[src/rtl/fetch_sequencer_pkg.sv]
// Shared types and constants for the instruction fetch sequencer.
// Holds the FSM state encoding and the PC step/branch-alignment widths.
package fetch_sequencer_pkg;

    typedef enum logic [1:0] {
        ST_IDLE,
        ST_REQ,
        ST_WAIT,
        ST_HOLD
    } fetch_state_e;

    localparam int INSTR_BYTES  = 4;
    localparam int BRANCH_SHIFT = 2;

endpackage

[src/rtl/fetch_next_pc.sv]
// Next-PC mux: a taken branch target forced to word alignment, otherwise the
// sequential PC + 4 (wrapping modulo 2^64).
module fetch_next_pc
    import fetch_sequencer_pkg::*;
(
    input  logic [63:0] pc,
    input  logic        redirect,
    input  logic [63:0] branch_target,
    output logic [63:0] next_pc
);

    logic [63:0] target_aligned;

    always_comb begin
        target_aligned                     = branch_target;
        target_aligned[BRANCH_SHIFT-1:0]   = '0;
        next_pc = redirect ? target_aligned : pc + 64'(INSTR_BYTES);
    end

endmodule

[src/rtl/fetch_sequencer.sv]
// Single-outstanding instruction fetch FSM (IDLE/REQ/WAIT/HOLD) with redirect
// squashing, decode back-pressure and a sticky memory-response timeout.
module fetch_sequencer
    import fetch_sequencer_pkg::*;
#(
    parameter logic [63:0] RESET_VECTOR = 64'h0,
    parameter int          WAIT_LIMIT   = 15
) (
    input  logic        CLK,
    input  logic        Reset,
    output logic        ImemReq,
    output logic [63:0] ImemAddr,
    input  logic        ImemGnt,
    input  logic        ImemValid,
    input  logic [31:0] ImemData,
    input  logic        Stall,
    input  logic        Redirect,
    input  logic [63:0] BranchTarget,
    output logic [63:0] CurrentPC,
    output logic [31:0] InstrOut,
    output logic        InstrValid,
    output logic        ImemTimeout
);

    localparam int                CNT_W   = (WAIT_LIMIT < 1) ? 1 : $clog2(WAIT_LIMIT + 1);
    localparam logic [CNT_W-1:0]  CNT_MAX = CNT_W'(WAIT_LIMIT);

    fetch_state_e     state_q, state_d;
    logic [63:0]      pc_q, pc_d;
    logic             req_q, req_d;
    logic [31:0]      instr_q, instr_d;
    logic             valid_q, valid_d;
    logic             squash_q, squash_d;
    logic [CNT_W-1:0] cnt_q, cnt_d;
    logic             timeout_q, timeout_d;
    logic [63:0]      next_pc;

    fetch_next_pc u_next_pc (
        .pc            (pc_q),
        .redirect      (Redirect),
        .branch_target (BranchTarget),
        .next_pc       (next_pc)
    );

    always_comb begin
        state_d   = state_q;
        instr_d   = instr_q;
        valid_d   = valid_q;
        squash_d  = squash_q;
        cnt_d     = cnt_q;
        timeout_d = timeout_q;
        // PC moves only on a redirect (any state) or when HOLD hands off its instruction.
        pc_d = (Redirect || (state_q == ST_HOLD && !Stall)) ? next_pc : pc_q;

        case (state_q)
            ST_IDLE: state_d = ST_REQ;
            ST_REQ: begin
                if (ImemGnt) begin
                    state_d  = ST_WAIT;
                    cnt_d    = '0;
                    squash_d = Redirect;
                end
            end
            ST_WAIT: begin
                if (ImemValid) begin
                    squash_d = 1'b0;
                    if (Redirect || squash_q) begin
                        state_d = ST_REQ;
                    end else begin
                        instr_d = ImemData;
                        valid_d = 1'b1;
                        state_d = ST_HOLD;
                    end
                end else begin
                    if (cnt_q != CNT_MAX) cnt_d = cnt_q + 1'b1;
                    if (cnt_d == CNT_MAX) timeout_d = 1'b1;
                    if (Redirect) squash_d = 1'b1;
                end
            end
            ST_HOLD: begin
                if (Redirect || !Stall) begin
                    valid_d = 1'b0;
                    state_d = ST_REQ;
                end
            end
            default: state_d = ST_IDLE;
        endcase

        req_d = (state_d == ST_REQ);
    end

    always_ff @(posedge CLK) begin
        if (Reset) begin
            state_q   <= ST_IDLE;
            pc_q      <= RESET_VECTOR;
            req_q     <= 1'b0;
            instr_q   <= '0;
            valid_q   <= 1'b0;
            squash_q  <= 1'b0;
            cnt_q     <= '0;
            timeout_q <= 1'b0;
        end else begin
            state_q   <= state_d;
            pc_q      <= pc_d;
            req_q     <= req_d;
            instr_q   <= instr_d;
            valid_q   <= valid_d;
            squash_q  <= squash_d;
            cnt_q     <= cnt_d;
            timeout_q <= timeout_d;
        end
    end

    assign ImemReq     = req_q;
    assign ImemAddr    = pc_q;
    assign CurrentPC   = pc_q;
    assign InstrOut    = instr_q;
    assign InstrValid  = valid_q;
    assign ImemTimeout = timeout_q;

endmodule

[config.mk]
export PLATFORM = sky130hd
export DESIGN_NAME = fetch_sequencer
export DESIGN_NICKNAME = d
export VERILOG_FILES = /design/src/rtl/fetch_sequencer_pkg.sv /design/src/rtl/fetch_next_pc.sv /design/src/rtl/fetch_sequencer.sv
export SDC_FILE = /design/constraint.sdc
export NUM_CORES = 1
export LEC_CHECK = 0
export ABC_AREA = 1
export CORE_MARGIN = 2
export CORE_UTILIZATION = 46
export CTS_BUF_LIST = sky130_fd_sc_hd__clkbuf_4
export DETAILED_ROUTE_END_ITERATION = 10
export PLACE_DENSITY_LB_ADDON = 0.12
export SLEW_MARGIN = 10
export SYNTH_ARGS = -nofsm -noshare
export SYNTH_HDL_FRONTEND = slang
export SYNTH_SLANG_ARGS = --single-unit
[constraint.sdc]
create_clock -name CLK -period 2.2 [get_ports CLK]
set_input_delay 0.22 -clock CLK [delete_from_list [all_inputs] [get_ports CLK]]
set_output_delay 0.22 -clock CLK [all_outputs]
set_load 0.1 [all_outputs]
==> reports/metrics.yaml <==
detailed_routing:
  vias: 7565
  ant_nets: 0
  drt_iter0_markers: 477
  via_per_inst: 5.16
  wl_um: 23500
  route.detailed.drc: 0
  first_pass_iters: 5
  wl_per_cell_um: 16.0
yosys:
  ys_async_sr_fraction: 0
  synthFlopType: "dfxtp_1"
  synth_most_common_cell: "nor2_1"
  synth_warnings: 0
  synth_edf_count: 0
  synthCells: 1087
  ys_types: 40
  synth_common_cells: "nor2_1, nand2_1, dfxtp_1"
  synth_top_area_cell: "dfxtp_1"
  ys_ff_latch: 104
  synth_top_area_share: 0.309
  syn_area_per_cell_sq_um: 6.20
  synth-seq-area-share: 0.309
  yosys-top-cells-area: "dfxtp_1, nor2_1, nand2_1"
  netlist_area_sq_mm: 0.00674
worst_setup_path:
  crit_fanout: 7
  crit_top_cell: "nand2_1"
  crit_chain: "nand2_1, nor2_1, nand2_1, nor2_1, nand2_1, o21ai_0, nand3_1, nand2_1, a21oi_1"
  end_kind: "flip-flop"
  critPathArrivalTime_ps: 2380
  path_class: "reg2reg"
  cp.required_ps: 2600
  cp-start-kind: "flip-flop"
  slowest_stage: "dfxtp_1"
  cp_slowest_stage_delay_ps: 580
timing:
  final_max_slew_viol_count: 0
  worstMarginPinSlew_ps: 571
  fin_setup_tns_ps: 0
  post-route-period-util: 0.902
  fin_skew_ps: 21.0
  finalSetupViolations: 0
  finalCriticalPeriod_ps: 1980
  finalHoldViolations: 0
  max_freq_mhz: 504
  hold_slack_ps: 259
  rsz0062_at_grt: "false"
  slew_headroom: 0.619
clock_network:
  clk_latency_ps: 520
  cts_max_path_buffers: 2
  ctsHoldBuffers: 0
  cts_tree: "built"
  post_cts_buffers: 0
  h-tree-depth: 3
  cts_sinks: 104
  numCtsBuffers: 9
  cts_root_buffer: "clkbuf_4"
  cts_resized: 0
  clkTransAtPathRegs_ps: 190
global_route:
  first_global_vias: 6898
  grt_pass1_wl_um: 36900
  grtUsageTotal: 0.293
  grt_max_degree: 108
  overflow: 0
  antenna_found_initial: 1
final_layout:
  multi_input_area_sq_mm: 0.00368
  syn2layout_area_growth_pct: 32.2
  nFillCells: 1455
  fin_cells: 1467
  finalNetCount: 1380
  drive_gt1_frac: 0.188
  regArea_sq_mm: 0.00209
pwr:
  power_frac_clock: 0.224
  pwr-share-seq: 0.391
  power_w: 0.00544
  power.switching_w: 0.00246
  power.internal_w: 0.00297
  vdd_drop_max_mv: 0.399
  swShare: 0.453
  leakage_nw: 3.79
  p_per_area_mw_per_mm2: 610
  pwr-share-comb: 0.385
floorplan:
  core-area_sq_mm: 0.0144
  die-area_sq_mm: 0.0156
  start_util: 0.467
  dieWidth_um: 125
  num_rows: 44
  ios: 265
  fp.dieH_um: 125
run:
  cap_violations: 0
status:
  status: "complete, no violations"
placement:
  place_inst: 1449
  place_congestion: 0.935
  dp_hpwl_um: 18000
  portBuffers: 258
hold_path:
  holdCritPathClass: "in2reg"
## state kept, by name (all words and copies together), names as in the netlist
signal	flops
ImemTimeout	1
state_q	2
cnt_q	4
squash_q	1
InstrOut	32
ImemReq	1
InstrValid	1
CurrentPC	62
## cells by family (layout without fill, tap and decap cells)
group,after synthesis,in the layout,share of synthesized area
XOR/XNOR,1,1,0.00130
AND/OR/NAND/NOR,605,605,0.379
adder cells (fa/ha/maj),2,2,0.00371
multiplexers,3,3,0.00464
flip-flops,104,104,0.309
buffers and inverters,191,382,0.146
other,1,6,0.000556
AO/OA/AOI/OAI,180,180,0.156
## per-stage QoR
step / worst slack, ps / utilization / area (sq um)
final: 217 / 0.618 / 8910
after floorplan: 12.7 / - / 6760
after global placement: 238 / 0.606 / 8740
after global routing: 50.0 / 0.618 / 8910
after detailed placement: 212 / 0.606 / 8740
after CTS: 256 / 0.617 / 8900
## worst paths after layout
| path | start | slack, ps | depth (start not counted) | to |
|---|---|---|---|---|
| setup / recovery | CurrentPC[34] | 220 | 9 | CurrentPC[59] |
| hold / removal | BranchTarget[3] | 260 | 3 | CurrentPC[3] |
| setup reg to reg | CurrentPC[34] | 220 | 9 | CurrentPC[59] |
| hold reg to reg | ImemTimeout | 490 | 2 | ImemTimeout |
## worst max-delay path, delay by kind of cell (launching register included)
kind | cells | cell delay, ps
AO/OA/AOI/OAI | 2 | 210
AND/OR/NAND/NOR | 7 | 1070
flip-flops | 1 | 580
## layer usage
metal	global-route usage	wire length (um)	up-vias
li1	-	-	3845
met1	0.375	10000	3373
met2	0.480	10900	305
met3	0.0642	1910	42
met4	0.116	754	0
met5	0	0	-
## cell usage in the layout, fill, tap and decap left out, drive strengths merged
cell and count:
a211oi 17, a21oi 59, a221oi 2, a311oi 1, a31oi 3, a32o 1, and2 1, buf 186
bufinv 2, clkbuf 10, clkdlybuf4s50 99, clkinv 2, clkinvlp 1, conb 4, dfxtp 104, diode 2
ha 2, inv 82, mux2 1, mux2i 2, nand2 238, nand3 76, nand3b 1, nand4 11
nor2 261, nor3 14, nor4 2, o211ai 3, o21ai 78, o221ai 16, or2 1, xnor2 1
## cell type report
cell class / count / area share
Antenna cell: 2 / 0.000562
Clock buffer: 10 / 0.00843
Clock inverter: 6 / 0.0103
Inverter: 81 / 0.0341
Multi-Input combinational cell: 795 / 0.414
Sequential cell: 104 / 0.235
Tap cell: 184 / 0.0258
Timing Repair Buffer: 285 / 0.272
## power by group through the flow
| stage | Clock, W | Combinational (W) | Sequential [W] |
|---|---|---|---|
| finish | 0.00122 | 0.00209 | 0.00213 |
| global route | 0.00129 | 0.00218 | 0.00215 |
| CTS | 0.00122 | 0.00210 | 0.00212 |
| detailed placement | 0 | 0.00210 | 0.00216 |
| global placement | 0 | 0.00209 | 0.00216 |
| floorplan | 0 | 0.00102 | 0.00276 |
Note: power is estimated with default switching activity, not from simulation.
